**src/rtl/mac_accum_pipe_pkg.sv**
```systemverilog
// Shared widths and FSM state type for the mac_accum_pipe block.
package SysVerParam;
    localparam int SYS_P     = 8;
    localparam int SYS_ACC_W = 2 * SYS_P + 4;
    localparam int SYS_CNT_W = 8;

    typedef enum logic {
        IDLE  = 1'b0,
        ACCUM = 1'b1
    } state_t;
endpackage

```
**src/rtl/mac_accum_pipe_mul_reg.sv**
```systemverilog
// Front end of mac_accum_pipe: S1 input capture and S2 registered product.
module mac_mul_reg
#(
    parameter int P = 8
)(
    input  logic             clk,
    input  logic             rst,
    input  logic [P-1:0]     a,
    input  logic [P-1:0]     b,
    input  logic [P-1:0]     c,
    input  logic             in_valid,
    input  logic             in_last,
    input  logic             mode,
    output logic [2*P-1:0]   prod_p2,
    output logic [P-1:0]     bias_p2,
    output logic             last_p2,
    output logic             mode_p2,
    output logic             vld_p2
);
    logic [P-1:0] a_p1;
    logic [P-1:0] b_p1;
    logic [P-1:0] c_p1;
    logic         last_p1;
    logic         mode_p1;
    logic         vld_p1;

    always_ff @(posedge clk or posedge rst) begin
        if (rst) begin
            vld_p1 <= 1'b0;
            vld_p2 <= 1'b0;
        end else begin
            vld_p1 <= in_valid;
            vld_p2 <= vld_p1;
        end
    end

    // S1: operands only move when strobed, so idle bus activity is ignored
    always_ff @(posedge clk) begin
        if (in_valid) begin
            a_p1    <= a;
            b_p1    <= b;
            c_p1    <= c;
            last_p1 <= in_last;
            mode_p1 <= mode;
        end
    end

    // S2: registered full-width product
    always_ff @(posedge clk) begin
        if (vld_p1) begin
            prod_p2 <= (2*P)'(a_p1) * (2*P)'(b_p1);
            bias_p2 <= c_p1;
            last_p2 <= last_p1;
            mode_p2 <= mode_p1;
        end
    end
endmodule

```
**src/rtl/mac_accum_pipe.sv**
```systemverilog
// Three-stage unsigned MAC with single-sample and frame-accumulate modes.
// Build option MAC_SAT_EN: accumulator clamps on carry-out and OVF flags the frame.
module mac_accum_pipe
    import SysVerParam::*;
#(
    parameter int P     = SYS_P,
    parameter int ACC_W = 2 * P + 4,
    parameter int CNT_W = SYS_CNT_W
)(
    input  logic             C,
    input  logic             RST,
    input  logic [P-1:0]     A1,
    input  logic [P-1:0]     B1,
    input  logic [P-1:0]     C1,
    input  logic             IN_VALID,
    input  logic             IN_LAST,
    input  logic             MODE,
    output logic [ACC_W-1:0] DATA_OUT,
    output logic             OUT_VALID,
    output logic [CNT_W-1:0] COUNT,
    output logic             OVF
);
    logic [2*P-1:0]   prod_p2;
    logic [P-1:0]     bias_p2;
    logic             last_p2;
    logic             mode_p2;
    logic             vld_p2;

    state_t           state;
    state_t           state_nxt;
    logic             load;
    logic             add;
    logic             emit;
    logic [ACC_W-1:0] mac_p2;
    logic [ACC_W-1:0] acc_p3;
    logic [ACC_W-1:0] acc_nxt;
    logic [CNT_W-1:0] cnt_p3;
    logic [CNT_W-1:0] cnt_nxt;

    mac_mul_reg #(.P(P)) u_mul (
        .clk      (C),
        .rst      (RST),
        .a        (A1),
        .b        (B1),
        .c        (C1),
        .in_valid (IN_VALID),
        .in_last  (IN_LAST),
        .mode     (MODE),
        .prod_p2  (prod_p2),
        .bias_p2  (bias_p2),
        .last_p2  (last_p2),
        .mode_p2  (mode_p2),
        .vld_p2   (vld_p2)
    );

    function automatic logic [CNT_W-1:0] cnt_inc(input logic [CNT_W-1:0] v);
        return (&v) ? v : v + CNT_W'(1);
    endfunction

`ifdef MAC_SAT_EN
    logic sat_p3;
    logic sat_nxt;
    logic ovf_p3;

    // Returns {clamped, value}; once clamped the frame stays at full scale.
    function automatic logic [ACC_W:0] sat_add(input logic [ACC_W-1:0] x,
                                               input logic [ACC_W-1:0] y,
                                               input logic             clamped);
        logic [ACC_W:0] sum;
        sum = {1'b0, x} + {1'b0, y};
        if (clamped || sum[ACC_W])
            return {1'b1, {ACC_W{1'b1}}};
        return sum;
    endfunction
`else
    function automatic logic [ACC_W-1:0] wrap_add(input logic [ACC_W-1:0] x,
                                                  input logic [ACC_W-1:0] y);
        return x + y;
    endfunction
`endif

    always_ff @(posedge C or posedge RST) begin
        if (RST)
            state <= IDLE;
        else
            state <= state_nxt;
    end

    // Mode is only looked at in IDLE, so it is effectively latched per frame
    always_comb begin
        state_nxt = state;
        case (state)
            IDLE:    if (vld_p2 && mode_p2 && !last_p2) state_nxt = ACCUM;
            ACCUM:   if (vld_p2 && last_p2)             state_nxt = IDLE;
            default: state_nxt = IDLE;
        endcase
    end

    always_comb begin
        load = 1'b0;
        add  = 1'b0;
        emit = 1'b0;
        case (state)
            IDLE: begin
                load = vld_p2;
                emit = vld_p2 && (!mode_p2 || last_p2);
            end
            ACCUM: begin
                add  = vld_p2;
                emit = vld_p2 && last_p2;
            end
            default: ;
        endcase
    end

    always_comb begin
        mac_p2  = ACC_W'(prod_p2) + ACC_W'(bias_p2);
        acc_nxt = acc_p3;
        cnt_nxt = cnt_p3;
`ifdef MAC_SAT_EN
        sat_nxt = sat_p3;
`endif
        if (load) begin
            acc_nxt = mac_p2;
            cnt_nxt = CNT_W'(1);
`ifdef MAC_SAT_EN
            sat_nxt = 1'b0;
`endif
        end else if (add) begin
`ifdef MAC_SAT_EN
            {sat_nxt, acc_nxt} = sat_add(acc_p3, ACC_W'(prod_p2), sat_p3);
`else
            acc_nxt = wrap_add(acc_p3, ACC_W'(prod_p2));
`endif
            cnt_nxt = cnt_inc(cnt_p3);
        end
    end

    // S3: accumulator and output registers
    always_ff @(posedge C or posedge RST) begin
        if (RST) begin
            acc_p3    <= '0;
            cnt_p3    <= '0;
            DATA_OUT  <= '0;
            COUNT     <= '0;
            OUT_VALID <= 1'b0;
`ifdef MAC_SAT_EN
            sat_p3    <= 1'b0;
            ovf_p3    <= 1'b0;
`endif
        end else begin
            acc_p3    <= acc_nxt;
            cnt_p3    <= cnt_nxt;
            OUT_VALID <= emit;
`ifdef MAC_SAT_EN
            sat_p3    <= sat_nxt;
`endif
            if (emit) begin
                DATA_OUT <= acc_nxt;
                COUNT    <= cnt_nxt;
`ifdef MAC_SAT_EN
                ovf_p3   <= sat_nxt;
`endif
            end
        end
    end

`ifdef MAC_SAT_EN
    assign OVF = ovf_p3;
`else
    assign OVF = 1'b0;
`endif
endmodule

```
**config.mk**
```make
export PLATFORM = sky130hd
export DESIGN_NAME = mac_accum_pipe
export DESIGN_NICKNAME = d
export VERILOG_FILES = /design/src/rtl/mac_accum_pipe_pkg.sv /design/src/rtl/mac_accum_pipe_mul_reg.sv /design/src/rtl/mac_accum_pipe.sv
export SDC_FILE = /design/constraint.sdc
export NUM_CORES = 1
export LEC_CHECK = 0
export ABC_AREA = 1
export CELL_PAD_IN_SITES_DETAIL_PLACEMENT = 2
export CELL_PAD_IN_SITES_GLOBAL_PLACEMENT = 2
export CORE_MARGIN = 1
export CORE_UTILIZATION = 36
export CTS_BUF_LIST = sky130_fd_sc_hd__clkbuf_8 sky130_fd_sc_hd__clkbuf_16
export DETAILED_ROUTE_END_ITERATION = 8
export PLACE_DENSITY_LB_ADDON = 0.1
export SYNTH_ARGS = -nofsm -noshare
export SYNTH_HDL_FRONTEND = slang
export SYNTH_SLANG_ARGS = --single-unit
```
**constraint.sdc**
```tcl
create_clock -name C -period 5.7 [get_ports C]
set_clock_uncertainty 0.1 [all_clocks]
set_input_delay 0.855 -clock C [delete_from_list [all_inputs] [get_ports C]]
set_output_delay 0.855 -clock C [all_outputs]
set_load 0.02 [all_outputs]
```
[After elaboration in Yosys (flattened, before gate mapping)]
Cells that the tools add are included.
Widths: inputs -> output; s select.
Operators by class
  multiply operators: 1
  bitwise logic cells: 1
  add/subtract/negate cells: 3
  mux-type cells: 11
  reductions and logical operators: 8
Operator list (count)
  $mux 20: 2
  $mux 8: 3
  $add 20x16->20: 1
  $add 16x8->17: 1
  $mul 8x8->16: 1
  $add 8x1->8 const B: 1
  $reduce_and 8->1: 1
  $logic_and 1x1->1: 4
  $mux 1: 4
  $pmux 1 s2: 2
  $logic_not 1->1: 2
  $logic_or 1x1->1: 1
  $not 1->1: 1
Storage, ports and cells
  register bits after elaboration: 112
  word-level logic and storage cells: 41
  output and inout bits: 30
  bits of input ports: 29

[Depth between registers and ports, before layout]
Gate-level depths: netlist of run 1.
  word-level depth: 4
  depth in mapped cells: 19
  gate-level depth less buffers: 18

[Hierarchy]
Synthesis of run 1 repeated with hierarchy kept, for this count alone.
Unflattened totals
  cells, all modules: 1074
  area total of the unflattened synthesis: 8271.7 um2
Modules (own cells, without submodules)
  mac_accum_pipe: times used 1, seq. area each 1451.4 um2, cells an instance 644, area an instance 4255.3 um2
  mac_mul_reg: times used 1, seq. area each 1611.5 um2, cells an instance 430, area an instance 4016.4 um2

[Worst setup path after synthesis of run 1]
OpenSTA, ideal clock, no wires.
  path type: register -> register
  start point: register u_mul.a_p1[0]
  end point: register u_mul.prod_p2[14] (data pin)
  period minus slack after synthesis: 4.260 ns
  cell stages (with the launch flop): 18
  setup slack: 1.440 ns
  arrival time: 3.903 ns
  required time: 5.342 ns
  cell sequence: edfxtp_1 clkbuf_1 nand2_1 fa_1 fa_1 inv_1 fa_1 inv_1 fa_1 inv_1 ha_1 a21oi_1 o21ai_0 a21oi_1 nor2_1 nand2_1 nand2_1 xor2_1
On the way
  cells in the longest elaborated chain, start to end: 1
RTL lines
  start, declared: RTL line mac_accum_pipe_mul_reg.sv:20  | logic [P-1:0] a_p1;
  start signal, assigned: RTL line mac_accum_pipe_mul_reg.sv:40  | a_p1 <= a;
  $mul 8x8->16: RTL line mac_accum_pipe_mul_reg.sv:51  | prod_p2 <= (2*P)'(a_p1) * (2*P)'(b_p1);
  end signal, assigned: RTL line mac_accum_pipe_mul_reg.sv:51
  end, declared: RTL line mac_accum_pipe_mul_reg.sv:14  | output logic [2*P-1:0] prod_p2,
Every way passes these cells.
A chain may end at the register's enable or synchronous reset.

[Worst setup path after layout of run 1]
Ends and elaborated chain as after synthesis.

==> results.json, run 1 <==
{
  "cts_hold_buf": 0,
  "setup-violations-final": 0,
  "finalHoldViolations": 0,
  "ys_seq_area_share_pct": 38.1,
  "coreArea_mm2": 0.0219,
  "synth_area_per_cell_um2": 7.88,
  "first_pass_iters": 5,
  "vias": 6585,
  "fillers": 2543,
  "leakage_nw": 4.96,
  "crit_buf_inv": 3,
  "cts_buffer_depth": 2,
  "cts_root_buf": "clkbuf_16",
  "overflow": 0,
  "fp.dieH_um": 152,
  "peakVddDrop_mv": 0.173,
  "cp.arrival_ns": 4.64,
  "ys_ff_latch": 112,
  "crit_start": "u_mul.a_p1[0]",
  "post_cts_buffers": 0,
  "layout_common_cells": "nand2_1, inv_1, nand3_1",
  "multi_input_area_mm2": 0.00411,
  "routed_via_density": 4.88,
  "maxCapViolations": 0,
  "ys.flop_type": "dfrtp_1",
  "cts_tree": "done",
  "netlist.area_leader.share_pct": 19.4,
  "gp_congestion": 0.850,
  "finalCritPeriodShare_pct": 81.3,
  "final_nets": 1193,
  "grt_pass1_vias": 7367,
  "cpPeakStageDelay_ns": 0.57,
  "grt_max_degree": 61,
  "worst_slack_ns": 1.07,
  "path_cells": "nand2_1, fa_1, fa_1, inv_1, fa_1, inv_1, fa_1, inv_1, ha_1, a21oi_1, o21ai_0, a21oi_1, nor2_1, nand2_1, nand2_1, xor2_1",
  "ctsResizeCount": 0,
  "powerDensity_mw_per_mm2": 493,
  "cpLargestDelayFamily": "adder cells",
  "max_freq_mhz": 216,
  "ys_async_sr_fraction_pct": 53.6,
  "status": "finished, final reports clean",
  "yosys_warnings": 0,
  "path_max_fanout": 8,
  "grt_pass1_wl_mm": 38.1,
  "layout.cells.non_filler": 1350,
  "start_util_pct": 36.8,
  "die_width_um": 152,
  "netlist_area_mm2": 0.00805,
  "synth.distinct_cells": 35,
  "endpoint_kind": "flop",
  "rows": 54,
  "antenna_found_initial": 0,
  "placed_cells": 1334,
  "synthToLayoutAreaGrowth_pct": 14.0,
  "slowest_stage": "fa_1",
  "max_slew_margin_pct": 22.9,
  "numPortBuffers": 57,
  "mostFrequentLayoutCell": "nand2_1",
  "synthCells": 1022,
  "finalSetupTns_ns": 0,
  "worstHoldStart": "u_mul.c_p1[1]",
  "rsz0062_at_grt": "false",
  "wl_per_cell_um": 17.2,
  "ys_top_cells_by_area": "edfxtp_1, dfrtp_1, nand2_1",
  "drt_iter0_markers": 229,
  "hpwl_mm": 18.5,
  "regArea_mm2": 0.00306,
  "worstPathRequired_ns": 5.71,
  "hp-class": "reg -> reg",
  "cts_buffers": 9,
  "period_minus_slack_ns": 4.63,
  "drc": 0,
  "place_ws_ns": 1.13,
  "cts.sinks": 112,
  "yosysTopAreaCell": "edfxtp_1",
  "htreeDepth": 3,
  "antenna_left": 0,
  "synth-edff-count": 52,
  "totalWireLength_mm": 23.2,
  "path_class": "reg -> reg",
  "slew_viol_final": 0,
  "tightest_slew_ns": 1.16,
  "grt_usage_pct": 22.0,
  "final_util_pct": 41.9,
  "crit_top_cell": "fa_1",
  "worstSkewPairLatency_ns": 0.36,
  "r2r_start": "u_mul.a_p1[0]",
  "final_layout_size_suffix_gt1_share_pct": 2.80,
  "diodes": 0,
  "die-area_mm2": 0.0230,
  "startpoint_type": "flop",
  "synth_nets": 1150,
  "io_pins": 59,
  "path_clk_slew_ns": 0.08
}
where the power goes:
group	total, mW	switching, mW	leakage [nW]	internal (mW)
combinational	2.54	1.60	3.53	0.949
sequential	1.29	0.185	1.27	1.10
clock	0.692	0.340	0.155	0.352
total	4.53	2.12	4.96	2.41
final timing paths:
kind                                endpoint  slack, ns  depth (start not counted)
min in group asynchronous          OUT_VALID       0.95                          3
max in group asynchronous        DATA_OUT[7]       3.97                          3
max reg2reg                u_mul.prod_p2[14]       1.07                         16
min reg2reg                 u_mul.bias_p2[1]       0.32                          0
min                         u_mul.bias_p2[1]       0.32                          0
max                        u_mul.prod_p2[14]       1.07                         16
registers in the layout (all words and copies together) (netlist names):
signal,flops
u_mul.b_p1,8
u_mul.mode_p1,1
u_mul.last_p2,1
OUT_VALID,1
u_mul.last_p1,1
cnt_p3,8
u_mul.vld_p2,1
acc_p3,20
u_mul.prod_p2,16
DATA_OUT,20
u_mul.mode_p2,1
u_mul.c_p1,8
u_mul.a_p1,8
COUNT,8
u_mul.bias_p2,8
u_mul.vld_p1,1
state,1
logic make-up after synthesis:
| family | synth area share (%) |
|---|---|
| other | 0.0466 |
| adders and majority gates | 18.9 |
| and+or+nand+nor | 25.7 |
| buffers and inverters | 10.9 |
| xor gates and xnor gates | 1.85 |
| DFF | 38.1 |
| AOI/OAI and AO/OA | 4.52 |
Yosys cell counts (9+ instances only):
master	n
a21oi_1	33
nand2_1	346
clkbuf_1	18
inv_1	197
dfrtp_1	60
nor2_1	50
edfxtp_1	52
nand3_1	64
fa_1	38
o21ai_0	22
xor2_1	9
ha_1	61
routing by layer:
layer / vias to the layer above / GRT usage [%] / routed length [µm]
li1: 3236 / - / -
met2: 40 / 40.8 / 12200
met4: 0 / 4.50 / 216
met1: 3294 / 27.5 / 10500
met5: - / 0 / 0
met3: 15 / 2.16 / 254
per-stage QoR:
| step | hold WS (ns) | power [mW] | area (µm²) |
|---|---|---|---|
| 4_1_cts | 0.320 | 4.62 | 9170 |
| 3_3_place_gp | 0.305 | 3.76 | 8860 |
| 2_1_floorplan | 0.300 | 3.05 | 8050 |
| 3_5_place_dp | 0.305 | 3.86 | 8860 |
| 6_report | 0.324 | 4.53 | 9170 |
| 5_1_grt | 0.337 | 4.98 | 9170 |
area by class of cell:
cell class,instances,area share (%)
multi-input combinational,683,44.8
sequential,112,33.4
inverter,200,8.21
timing repair buffer,59,6.38
tap,280,3.82
clock buffer,9,2.46
clock inverter,7,0.968
No activity file was read; power rests on OpenSTA's default activity.
==> inputs of run 2 (changes only) <==
Clock period 5.7 ns to 4.4 ns, I/O delays scaled along.
==> run 2 against run 1 <==
Net effect: the flow now finishes with violations (negative setup slack); critical path depth up 1; worst hold slack better by 0.0087 ns; combinational power up 52%; routed wire length up 10%; final cell count grew 3.2%; via count increased by 4.0%; core utilization rose by 2.2 points; non-clock buffer count increased by 43; count of clock-buffer cells in the layout unchanged; design area rose by 5.3%; global-route usage rose by 0.70 points; first-iteration DRC count fell by 24%; largest power group unchanged.
==> results.json, run 2 (synthesized netlist as in run 1, its figures left out) <==
{
  "cts_hold_buf": 0,
  "cts_root_buf": "clkbuf_16",
  "slew_viol_final": 0,
  "drc": 0,
  "slowest_stage": "fa_1",
  "startpoint_type": "flop",
  "grt_pass1_wl_mm": 39.4,
  "placed_cell_area_mm2": 0.00896,
  "synthToLayoutAreaGrowth_pct": 20.0,
  "status": "finished, violations left",
  "die_width_um": 152,
  "failed_checks": "negative setup slack",
  "period_minus_slack_ns": 4.44,
  "path_class": "reg -> reg",
  "diodes": 0,
  "htreeDepth": 3,
  "top_regs": "DATA_OUT: 20 flops, acc_p3: 20 flops, u_mul.prod_p2: 16 flops",
  "p_seq_share_pct": 25.9,
  "grt_max_degree": 38,
  "crit_buf_inv": 4,
  "layout_common_cells": "nand2_1, inv_1, nand3_1",
  "first_pass_iters": 4,
  "mostFrequentLayoutCell": "nand2_1",
  "setup-violations-final": 1,
  "finalHoldViolations": 0,
  "finalCritPeriodShare_pct": 101,
  "powerDensity_mw_per_mm2": 665,
  "hold_path_depth": 0,
  "final_nets": 1236,
  "cpLargestDelayFamily": "adder cells",
  "cpPeakStageDelay_ns": 0.56,
  "totalWireLength_mm": 25.5,
  "worstPathRequired_ns": 4.40,
  "top_usage_layer": "met2",
  "switchingPower_mw": 3.02,
  "path_max_fanout": 7,
  "path_clk_slew_ns": 0.08,
  "final_layout_size_suffix_gt1_share_pct": 9.07,
  "numPortBuffers": 57,
  "max_freq_mhz": 225,
  "tightest_slew_ns": 1.14,
  "overflow": 0,
  "coreArea_mm2": 0.0219,
  "power.total_mw": 6.43,
  "antenna_left": 0,
  "grt_pass1_vias": 7687,
  "clockPowerShare_pct": 13.9,
  "swShare_pct": 46.9,
  "vias": 6850,
  "fillers": 2478,
  "die-area_mm2": 0.0230,
  "internal-power_mw": 3.41,
  "cts_buffers": 9,
  "wl_per_cell_um": 18.3,
  "worstSkewPairLatency_ns": 0.37,
  "p_comb_share_pct": 60.2,
  "antenna_found_initial": 0,
  "finalInstanceArea_mm2": 0.00966,
  "grt_usage_pct": 22.7,
  "fp.dieH_um": 152,
  "reg2reg_depth": 17,
  "met2_usage_pct": 42.6,
  "max_slew_margin_pct": 23.9,
  "endpoint_kind": "flop",
  "start_util_pct": 36.8,
  "rows": 54,
  "peakVddDrop_mv": 0.279,
  "use_met3_pct": 2.31,
  "gp_congestion": 0.833,
  "final_util_pct": 44.1,
  "r2r_setup_slack_ns": -0.04,
  "cts_tree": "done",
  "crit_cells": 17,
  "drt_iter0_markers": 175,
  "worst_slack_ns": -0.0405,
  "use_met1_pct": 27.4,
  "cts.sinks": 112,
  "hp-class": "reg -> reg",
  "maxCapViolations": 0,
  "path_cells": "buf_4, nand2_1, inv_1, fa_1, fa_2, fa_1, inv_1, fa_1, inv_1, ha_4, a21oi_4, o21ai_2, a21oi_2, nor2_2, nand2_1, nand2_1, xor2_1",
  "leakage_nw": 5.18,
  "routed_via_density": 4.92,
  "hpwl_mm": 19.7,
  "cp.arrival_ns": 4.44,
  "cts_buffer_depth": 2,
  "io_pins": 59
}
[run 2: cell types whose count changed in the layout (fill, tap and decap cells not counted), moves of 5 or more]
cell,delta
a21oi_1,-8
a21oi_2,+6
buf_4,+41
ha_1,-5
ha_4,+5
nand2_1,-5
[run 2: power groups by stage]
stage               sequential (mW)  clock, mW  combinational [mW]
floorplan                      1.69          0                2.26
global placement               1.67          0                3.23
detailed placement             1.69          0                3.39
CTS                            1.67      0.907                3.56
global route                   1.70      0.937                4.38
finish                         1.66      0.890                3.87
[run 2: metal layers]
| layer | vias up | share of wire, % |
|---|---|---|
| li1 | 3320 | - |
| met1 | 3454 | 43 |
| met2 | 50 | 54 |
| met3 | 26 | 1.4 |
| met4 | 0 | 1.9 |
| met5 | - | 0 |
[run 2: worst register-to-register path, stage by stage, from the launching register on]
cell	delay (ns)
edfxtp_1	0.54
buf_4	0.21
nand2_1	0.05
inv_1	0.07
fa_1	0.56
fa_2	0.45
fa_1	0.49
inv_1	0.06
fa_1	0.54
inv_1	0.07
ha_4	0.25
a21oi_4	0.16
o21ai_2	0.11
a21oi_2	0.17
nor2_2	0.07
nand2_1	0.07
nand2_1	0.07
xor2_1	0.15
[run 2: repair_timing]
| action | 4_1_cts | 5_1_grt |
|---|---|---|
| pin swaps | 2 | 22 |
| endpoints found under the setup margin | 5 | 6 |
| buffers inserted | 14 | 16 |
| resized for setup | 8 | 31 |
[run 2: final timing paths]
| check | startpoint | end |
|---|---|---|
| worst min-delay path | u_mul.c_p1[4] | u_mul.bias_p2[4] |
| worst min register to register | u_mul.c_p1[4] | u_mul.bias_p2[4] |
| min in group asynchronous | RST | COUNT[5] |
| worst max-delay path | u_mul.b_p1[2] | u_mul.prod_p2[15] |
| worst max register to register | u_mul.b_p1[2] | u_mul.prod_p2[15] |
| max in group asynchronous | RST | COUNT[4] |
[run 2: final cells by class]
cell class	count	area, µm²	share of cell area, %
multi-input cells	683	4260	44.1
flip-flops and latches	112	3060	31.7
repair buffers	102	916	9.48
inverters	200	753	7.80
well taps	280	350	3.63
clock buffers	9	225	2.33
clock inverters	7	87.6	0.907
[run 2: through the flow]
step | worst slack [ns] | instances | TNS (ns) | hold WS (ns)
2_1_floorplan | 0.140 | 1022 | 0 | 0.300
3_3_place_gp | 0.0480 | 1347 | 0 | 0.306
3_5_place_dp | -0.116 | 1347 | -0.232 | 0.311
4_1_cts | 0.0163 | 1377 | 0 | 0.331
5_1_grt | -0.215 | 1393 | -0.568 | 0.338
6_report | -0.0405 | 1393 | -0.0405 | 0.333
